==> config.mk <==
export PLATFORM = sky130hd
export DESIGN_NAME = clock_time_ctrl_flat
export DESIGN_NICKNAME = d
export VERILOG_FILES = /design/src/rtl/clock_time_ctrl_if.sv /design/src/rtl/clock_time_ctrl.sv /design/src/flat_wrapper.sv
export SDC_FILE = /design/constraint.sdc
export NUM_CORES = 1
export LEC_CHECK = 0
export CAP_MARGIN = 20
export CORE_AREA = 3 3 40 42
export CTS_CLUSTER_DIAMETER = 100
export DETAILED_ROUTE_END_ITERATION = 10
export DIE_AREA = 0 0 43 45
export PLACE_DENSITY = 0.75
export SYNTH_ARGS = -nofsm -noshare
export SYNTH_HDL_FRONTEND = slang
export SYNTH_SLANG_ARGS = --single-unit
==> constraint.sdc <==
create_clock -name clk -period 1.1 [get_ports clk]
set_input_delay 0.22 -clock clk [delete_from_list [all_inputs] [get_ports clk]]
set_output_delay 0.22 -clock clk [all_outputs]
set_load 0.05 [all_outputs]
==> src/rtl/clock_time_ctrl_if.sv <==
// Bundle of the clock sequencer signals between the tick divider,
// button synchronisers, the three counters and the sequencer itself.
interface clock_time_ctrl_if #(
    parameter int DW = 6
);
    logic          i_tick;
    logic          i_btn_mode;
    logic          i_btn_inc;
    logic [DW-1:0] i_sec_count;
    logic [DW-1:0] i_min_count;
    logic          o_sec_ena;
    logic          o_sec_clr;
    logic          o_min_ena;
    logic          o_min_add;
    logic          o_hr_ena;
    logic          o_hr_add;
    logic [1:0]    o_state;
    logic          o_blink;

    // Surrounding logic: supplies tick, buttons and count feedback.
    modport master (
        output i_tick, i_btn_mode, i_btn_inc, i_sec_count, i_min_count,
        input  o_sec_ena, o_sec_clr, o_min_ena, o_min_add,
               o_hr_ena, o_hr_add, o_state, o_blink
    );

    // The sequencer.
    modport slave (
        input  i_tick, i_btn_mode, i_btn_inc, i_sec_count, i_min_count,
        output o_sec_ena, o_sec_clr, o_min_ena, o_min_add,
               o_hr_ena, o_hr_add, o_state, o_blink
    );
endinterface

==> src/rtl/clock_time_ctrl.sv <==
// Sequencer for the sec/min/hr counter chain of the digital clock.
// RUN: converts the 1 Hz tick into count enables and carries.
// SET_HR / SET_MIN: user adjusts the time with mode/inc buttons.
// Optional macro AUTO_REPEAT_EN: holding inc in a SET state auto-repeats
// one add pulse per tick after REPEAT_DLY ticks.
module clock_time_ctrl #(
    parameter int SEC_LIMIT  = 60,
    parameter int MIN_LIMIT  = 60,
    parameter int DW         = 6,
    parameter int REPEAT_DLY = 2
) (
    input  logic              clk,
    input  logic              rst,
    clock_time_ctrl_if.slave  bus
);
    typedef enum logic [1:0] {
        ST_RUN     = 2'b00,
        ST_SET_HR  = 2'b01,
        ST_SET_MIN = 2'b10
    } state_t;

    state_t state_reg;
    logic   mode_q_reg;
    logic   inc_q_reg;
    logic   sec_ena_reg, sec_clr_reg, min_ena_reg, min_add_reg;
    logic   hr_ena_reg, hr_add_reg, blink_reg;

    logic mode_press;
    logic inc_press;
    logic sec_wrap;
    logic min_wrap;
    logic in_set;
    logic rpt_fire;
    logic add_req;

    assign mode_press = bus.i_btn_mode & ~mode_q_reg;
    assign inc_press  = bus.i_btn_inc & ~inc_q_reg;
    assign sec_wrap   = (bus.i_sec_count == DW'(SEC_LIMIT - 1));
    assign min_wrap   = (bus.i_min_count == DW'(MIN_LIMIT - 1));
    assign in_set     = (state_reg == ST_SET_HR) || (state_reg == ST_SET_MIN);
    assign add_req    = inc_press | rpt_fire;

`ifdef AUTO_REPEAT_EN
    localparam int RW = (REPEAT_DLY < 1) ? 1 : $clog2(REPEAT_DLY + 1);
    logic [RW-1:0] rpt_cnt_reg;

    // A tick while inc is still held (not the press cycle itself) repeats once saturated.
    assign rpt_fire = in_set & bus.i_btn_inc & ~inc_press & ~mode_press &
                      bus.i_tick & (rpt_cnt_reg == RW'(REPEAT_DLY));

    // Count ticks while inc is held in a SET state; saturates at REPEAT_DLY.
    always_ff @(posedge clk or posedge rst) begin
        if (rst) begin
            rpt_cnt_reg <= '0;
        end else if (!in_set || !bus.i_btn_inc || inc_press || mode_press) begin
            rpt_cnt_reg <= '0;
        end else if (bus.i_tick && (rpt_cnt_reg != RW'(REPEAT_DLY))) begin
            rpt_cnt_reg <= rpt_cnt_reg + 1'b1;
        end
    end
`else
    logic unused_cfg;
    assign unused_cfg = ^REPEAT_DLY;
    assign rpt_fire   = 1'b0;
`endif

    // Mode FSM with registered single-cycle pulse outputs and blink gate.
    always_ff @(posedge clk or posedge rst) begin
        if (rst) begin
            state_reg   <= ST_RUN;
            mode_q_reg  <= 1'b0;
            inc_q_reg   <= 1'b0;
            sec_ena_reg <= 1'b0;
            sec_clr_reg <= 1'b0;
            min_ena_reg <= 1'b0;
            min_add_reg <= 1'b0;
            hr_ena_reg  <= 1'b0;
            hr_add_reg  <= 1'b0;
            blink_reg   <= 1'b1;
        end else begin
            mode_q_reg  <= bus.i_btn_mode;
            inc_q_reg   <= bus.i_btn_inc;
            sec_ena_reg <= 1'b0;
            sec_clr_reg <= 1'b0;
            min_ena_reg <= 1'b0;
            min_add_reg <= 1'b0;
            hr_ena_reg  <= 1'b0;
            hr_add_reg  <= 1'b0;
            case (state_reg)
                ST_RUN: begin
                    blink_reg <= 1'b1;
                    if (mode_press) begin
                        // A coincident tick is deliberately lost.
                        state_reg <= ST_SET_HR;
                        blink_reg <= 1'b0;
                    end else if (bus.i_tick) begin
                        sec_ena_reg <= 1'b1;
                        min_ena_reg <= sec_wrap;
                        hr_ena_reg  <= sec_wrap & min_wrap;
                    end
                end
                ST_SET_HR: begin
                    if (mode_press) begin
                        state_reg <= ST_SET_MIN;
                        blink_reg <= 1'b0;
                    end else begin
                        hr_add_reg <= add_req;
                        if (bus.i_tick) blink_reg <= ~blink_reg;
                    end
                end
                ST_SET_MIN: begin
                    if (mode_press) begin
                        // Back to RUN: seconds restart from zero.
                        state_reg   <= ST_RUN;
                        sec_clr_reg <= 1'b1;
                        blink_reg   <= 1'b1;
                    end else begin
                        min_add_reg <= add_req;
                        if (bus.i_tick) blink_reg <= ~blink_reg;
                    end
                end
                default: begin
                    state_reg <= ST_RUN;
                    blink_reg <= 1'b1;
                end
            endcase
        end
    end

    assign bus.o_sec_ena = sec_ena_reg;
    assign bus.o_sec_clr = sec_clr_reg;
    assign bus.o_min_ena = min_ena_reg;
    assign bus.o_min_add = min_add_reg;
    assign bus.o_hr_ena  = hr_ena_reg;
    assign bus.o_hr_add  = hr_add_reg;
    assign bus.o_state   = state_reg;
    assign bus.o_blink   = blink_reg;
endmodule

==> src/flat_wrapper.sv <==
// flat-port wrapper written by rule: the top's interface ports become plain ports
module clock_time_ctrl_flat 
#(
    parameter int SEC_LIMIT  = 60,
    parameter int MIN_LIMIT  = 60,
    parameter int DW         = 6,
    parameter int REPEAT_DLY = 2
)
  (clk, rst, bus_i_tick, bus_i_btn_mode, bus_i_btn_inc, bus_i_sec_count, bus_i_min_count, bus_o_sec_ena, bus_o_sec_clr, bus_o_min_ena, bus_o_min_add, bus_o_hr_ena, bus_o_hr_add, bus_o_state, bus_o_blink);
  clock_time_ctrl_if #(.DW(DW)) bus_i ();
  input  logic clk;
  input  logic rst;
  input wire logic [$bits(bus_i.i_tick)-1:0] bus_i_tick;
  input wire logic [$bits(bus_i.i_btn_mode)-1:0] bus_i_btn_mode;
  input wire logic [$bits(bus_i.i_btn_inc)-1:0] bus_i_btn_inc;
  input wire logic [$bits(bus_i.i_sec_count)-1:0] bus_i_sec_count;
  input wire logic [$bits(bus_i.i_min_count)-1:0] bus_i_min_count;
  output wire logic [$bits(bus_i.o_sec_ena)-1:0] bus_o_sec_ena;
  output wire logic [$bits(bus_i.o_sec_clr)-1:0] bus_o_sec_clr;
  output wire logic [$bits(bus_i.o_min_ena)-1:0] bus_o_min_ena;
  output wire logic [$bits(bus_i.o_min_add)-1:0] bus_o_min_add;
  output wire logic [$bits(bus_i.o_hr_ena)-1:0] bus_o_hr_ena;
  output wire logic [$bits(bus_i.o_hr_add)-1:0] bus_o_hr_add;
  output wire logic [$bits(bus_i.o_state)-1:0] bus_o_state;
  output wire logic [$bits(bus_i.o_blink)-1:0] bus_o_blink;
  assign bus_i.i_tick = bus_i_tick;
  assign bus_i.i_btn_mode = bus_i_btn_mode;
  assign bus_i.i_btn_inc = bus_i_btn_inc;
  assign bus_i.i_sec_count = bus_i_sec_count;
  assign bus_i.i_min_count = bus_i_min_count;
  assign bus_o_sec_ena = bus_i.o_sec_ena;
  assign bus_o_sec_clr = bus_i.o_sec_clr;
  assign bus_o_min_ena = bus_i.o_min_ena;
  assign bus_o_min_add = bus_i.o_min_add;
  assign bus_o_hr_ena = bus_i.o_hr_ena;
  assign bus_o_hr_add = bus_i.o_hr_add;
  assign bus_o_state = bus_i.o_state;
  assign bus_o_blink = bus_i.o_blink;
  clock_time_ctrl #(.SEC_LIMIT(SEC_LIMIT), .MIN_LIMIT(MIN_LIMIT), .DW(DW), .REPEAT_DLY(REPEAT_DLY)) u_core (.clk(clk), .rst(rst), .bus(bus_i));
endmodule
==> flow_summary.yaml <==
run_status:
  outcome: "complete, but fails checks"
  violations: "negative setup slack"
timing:
  max_slew.worst_pin.slew_ns: 0.373
  timing.fmax_mhz: 843
  post-route-period-util: 1.08
  finalWorstPathRequiredPeriod_ns: 1.19
  max-slew-margin-rel: 0.751
  unrepaired_setup_endpoints_after_global_routing: "yes"
  hold_violation_total_from_the_final_report: 0
  timing_max_transition_violations_final: 0
  worst_clock_skew_ns: 0.00253
  holdWs_ns: 0.232
  post-route-worst-setup-slack_ns: -0.0860
  setup_viol: 3
drt:
  routed_via_density: 4.70
  drt-wirelength-per-cell_um: 11.5
  detail-route-antenna-nets: 0
  drt_iter0_drcs: 3
  drt-pass1-iter-count: 3
  detail_route.wirelength_um: 992
  drcViolationCount: 0
  detailroute.via_count: 404
global_route:
  grt_start_max_net_pins: 12
  grt_pass1_wl_um: 1570
  antenna_violations_before_repair: 0
  number_of_global_route_vias_before_repair: 380
  grt_use_total: 0.112
  congestion_overflow_gr: 0
setup_path:
  crit_buf_inv: 1
  worstReg2RegStart: "u_core.bus.o_blink"
  setup.worst_path.start: "u_core.bus.o_blink"
  worst_endpoint_required_time_ns: 0.88
  critical_path.endpoint_type: "output port"
  crit_path_max_fanout: 2
  arrival_ns: 0.97
  critical_path.top_delay_family: "flip-flops"
  worst-setup-path-type: "reg2out"
  setup.worst_path.start_class: "register"
  critical-path-max-stage-delay_ns: 0.56
  cp_cell_sequence: "buf_12"
  critical-path-slowest-cell: "sky130_fd_sc_hd__dfstp_2"
floorplanning:
  rows: 13
  die-width_um: 43
  floorplan.die_area_um2: 1940
  floorplan.die.height_um: 45
  placeableCoreArea_um2: 1280
  initial_utilization: 0.352
  ioPinCount: 26
place:
  routabilityCongestion: 0.758
  dp_worst_setup_slack_ns: -0.234
  placement.io_buffers: 25
  place_hpwl_um: 814
synth:
  synth_xor_area_frac: 0.0194
  synthesis.instances: 38
  number_of_nets_in_the_synthesized_netlist: 55
  synth_compound_gate_area_share: 0.0471
  post-synth-top-area-cell: "sky130_fd_sc_hd__dfrtp_1"
  synth.yosys.warnings: 0
  synth_async_sr_flop_share: 1.00
  post_synth_top_area_share: 0.554
  synth_cell_type_count: 19
  synth.ff_latch_count: 11
  proportion_of_synthesized_area_in_mux_cells: 0
  synth_simple_gate_area_share: 0.288
  synth_edf_count: 0
  ys.flop_type: "sky130_fd_sc_hd__dfrtp_1"
  synthesis.area_um2: 452
  synth.avg_cell_area_um2: 11.9
  ys_seq_area_frac: 0.612
  main_combinational_cell_family_by_area_after_synthesis: "simple AND/OR/NAND/NOR gates"
  synthAdderAreaFrac: 0
  synth.area.top_cells: "sky130_fd_sc_hd__dfrtp_1 55%, sky130_fd_sc_hd__dfstp_2 5.8%, sky130_fd_sc_hd__nand4_4 4.7%, sky130_fd_sc_hd__nor3_1 3.3%, sky130_fd_sc_hd__inv_1 3.3%"
pwr:
  total_leakage_power_nw: 0.391
  power.ir.vdd_worst_mv: 1.48
  total_power_mw: 1.74
  power_density_nw_per_um2: 1960
layout:
  layout-area-overhead-vs-synth_pct: 96.7
  sequential_cell_area_um2: 279
  nNetsFinal: 89
  largest_register_ff_count: 2
  fillerInstances: 80
  post_route_cells_drive_above_1_share: 0.338
  layout.core_utilization: 0.691
  multi_input_area_um2: 176
  antenna_cells: 0
worst_hold_path:
  hold_path.class: "in2async"
clock_tree:
  clkSinkCount: 11
  clkSlewWorstSetupHoldPaths_ns: 0.06
  skew_pair_late_insertion_delay_ns: 0.26
  post_cts_hold_buffer_count: 0
  tritoncts_clock_tree: "done"
  h-tree-depth: 1
  cts_buffers: 3
  clockBufferDepth: 2
  cts-root-buf: "sky130_fd_sc_hd__clkbuf_4"
flow_run:
  max_cap_violations: 0
-- placed cells by master (no fill, tap or decap) --
cell,count
sky130_fd_sc_hd__clkdlybuf4s50_1,16
sky130_fd_sc_hd__buf_12,9
sky130_fd_sc_hd__dfrtp_1,8
sky130_fd_sc_hd__nand2_1,4
sky130_fd_sc_hd__buf_4,4
sky130_fd_sc_hd__inv_1,3
sky130_fd_sc_hd__nor3_1,3
sky130_fd_sc_hd__clkbuf_4,3
sky130_fd_sc_hd__a21oi_1,2
sky130_fd_sc_hd__nor2_1,2
sky130_fd_sc_hd__dfrtp_2,2
sky130_fd_sc_hd__and2b_1,1
sky130_fd_sc_hd__nand2b_1,1
sky130_fd_sc_hd__o22ai_1,1
sky130_fd_sc_hd__inv_4,1
sky130_fd_sc_hd__xor2_2,1
sky130_fd_sc_hd__nand2b_4,1
sky130_fd_sc_hd__o21ai_1,1
sky130_fd_sc_hd__nand3b_1,1
sky130_fd_sc_hd__nand4_4,1
sky130_fd_sc_hd__nand4b_1,1
sky130_fd_sc_hd__and4b_1,1
sky130_fd_sc_hd__nand3_1,1
sky130_fd_sc_hd__nor4_4,1
sky130_fd_sc_hd__clkbuf_1,1
sky130_fd_sc_hd__dfstp_2,1
-- cell families (layout without fill, tap and decap cells) --
logic type,Yosys count,in the layout
compound gates,4,4
flops,11,11
buf+inv,4,37
simple gates,18,18
xor+xnor,1,1
-- report_power, final --
part	leakage [nW]	internal, mW	switching, mW
Clock	0.0150	0.140	0.124
Combinational	0.236	0.444	0.441
Sequential	0.140	0.495	0.0934
-- cells in the mapped netlist (2+ instances only) --
master and n:
sky130_fd_sc_hd__a21oi_1 2, sky130_fd_sc_hd__nor3_1 3, sky130_fd_sc_hd__nor2_1 2, sky130_fd_sc_hd__inv_1 4, sky130_fd_sc_hd__nand2_1 4, sky130_fd_sc_hd__dfrtp_1 10
-- final timing paths --
path,depth (start not counted),to,slack [ns]
min reg2reg,2,u_core.bus.o_min_add,0.51
min in group clk,1,u_core.inc_q_reg,0.44
max,1,bus_o_blink,-0.09
max reg2reg,4,u_core.bus.o_blink,-0.02
min,2,u_core.bus.o_hr_add,0.23
max in group asynchronous,2,u_core.bus.o_blink,0.56
-- cell type report --
class | instances | area share
clock buffer | 4 | 0.0296
inverter | 4 | 0.0197
multi-input combinational | 23 | 0.199
sequential | 11 | 0.314
tap | 15 | 0.0211
timing repair buffer | 29 | 0.417
-- layer usage --
metal	vias up	share of wire	track usage
met5	-	0	0
met4	0	0.022	0.0723
met3	2	0.052	0.0279
met2	11	0.56	0.195
met1	196	0.36	0.122
li1	195	-	-
-- metrics by stage --
stage	std cells	setup TNS [ns]	cell area, um^2
after detailed placement	79	-1.21	821
after global routing	86	-0.235	888
after CTS	85	-0.116	870
after floorplan	38	-0.0299	454
after global placement	79	-1.03	821
final	86	-0.105	888
-- repair_timing --
item                                    CTS  global route
gates resized for setup                   1             2
buffers inserted                          2             1
hold endpoints to repair                  0             0
pin swaps                                 0             0
endpoints found under the setup margin    2             4
(Power assumes the default switching activity.)
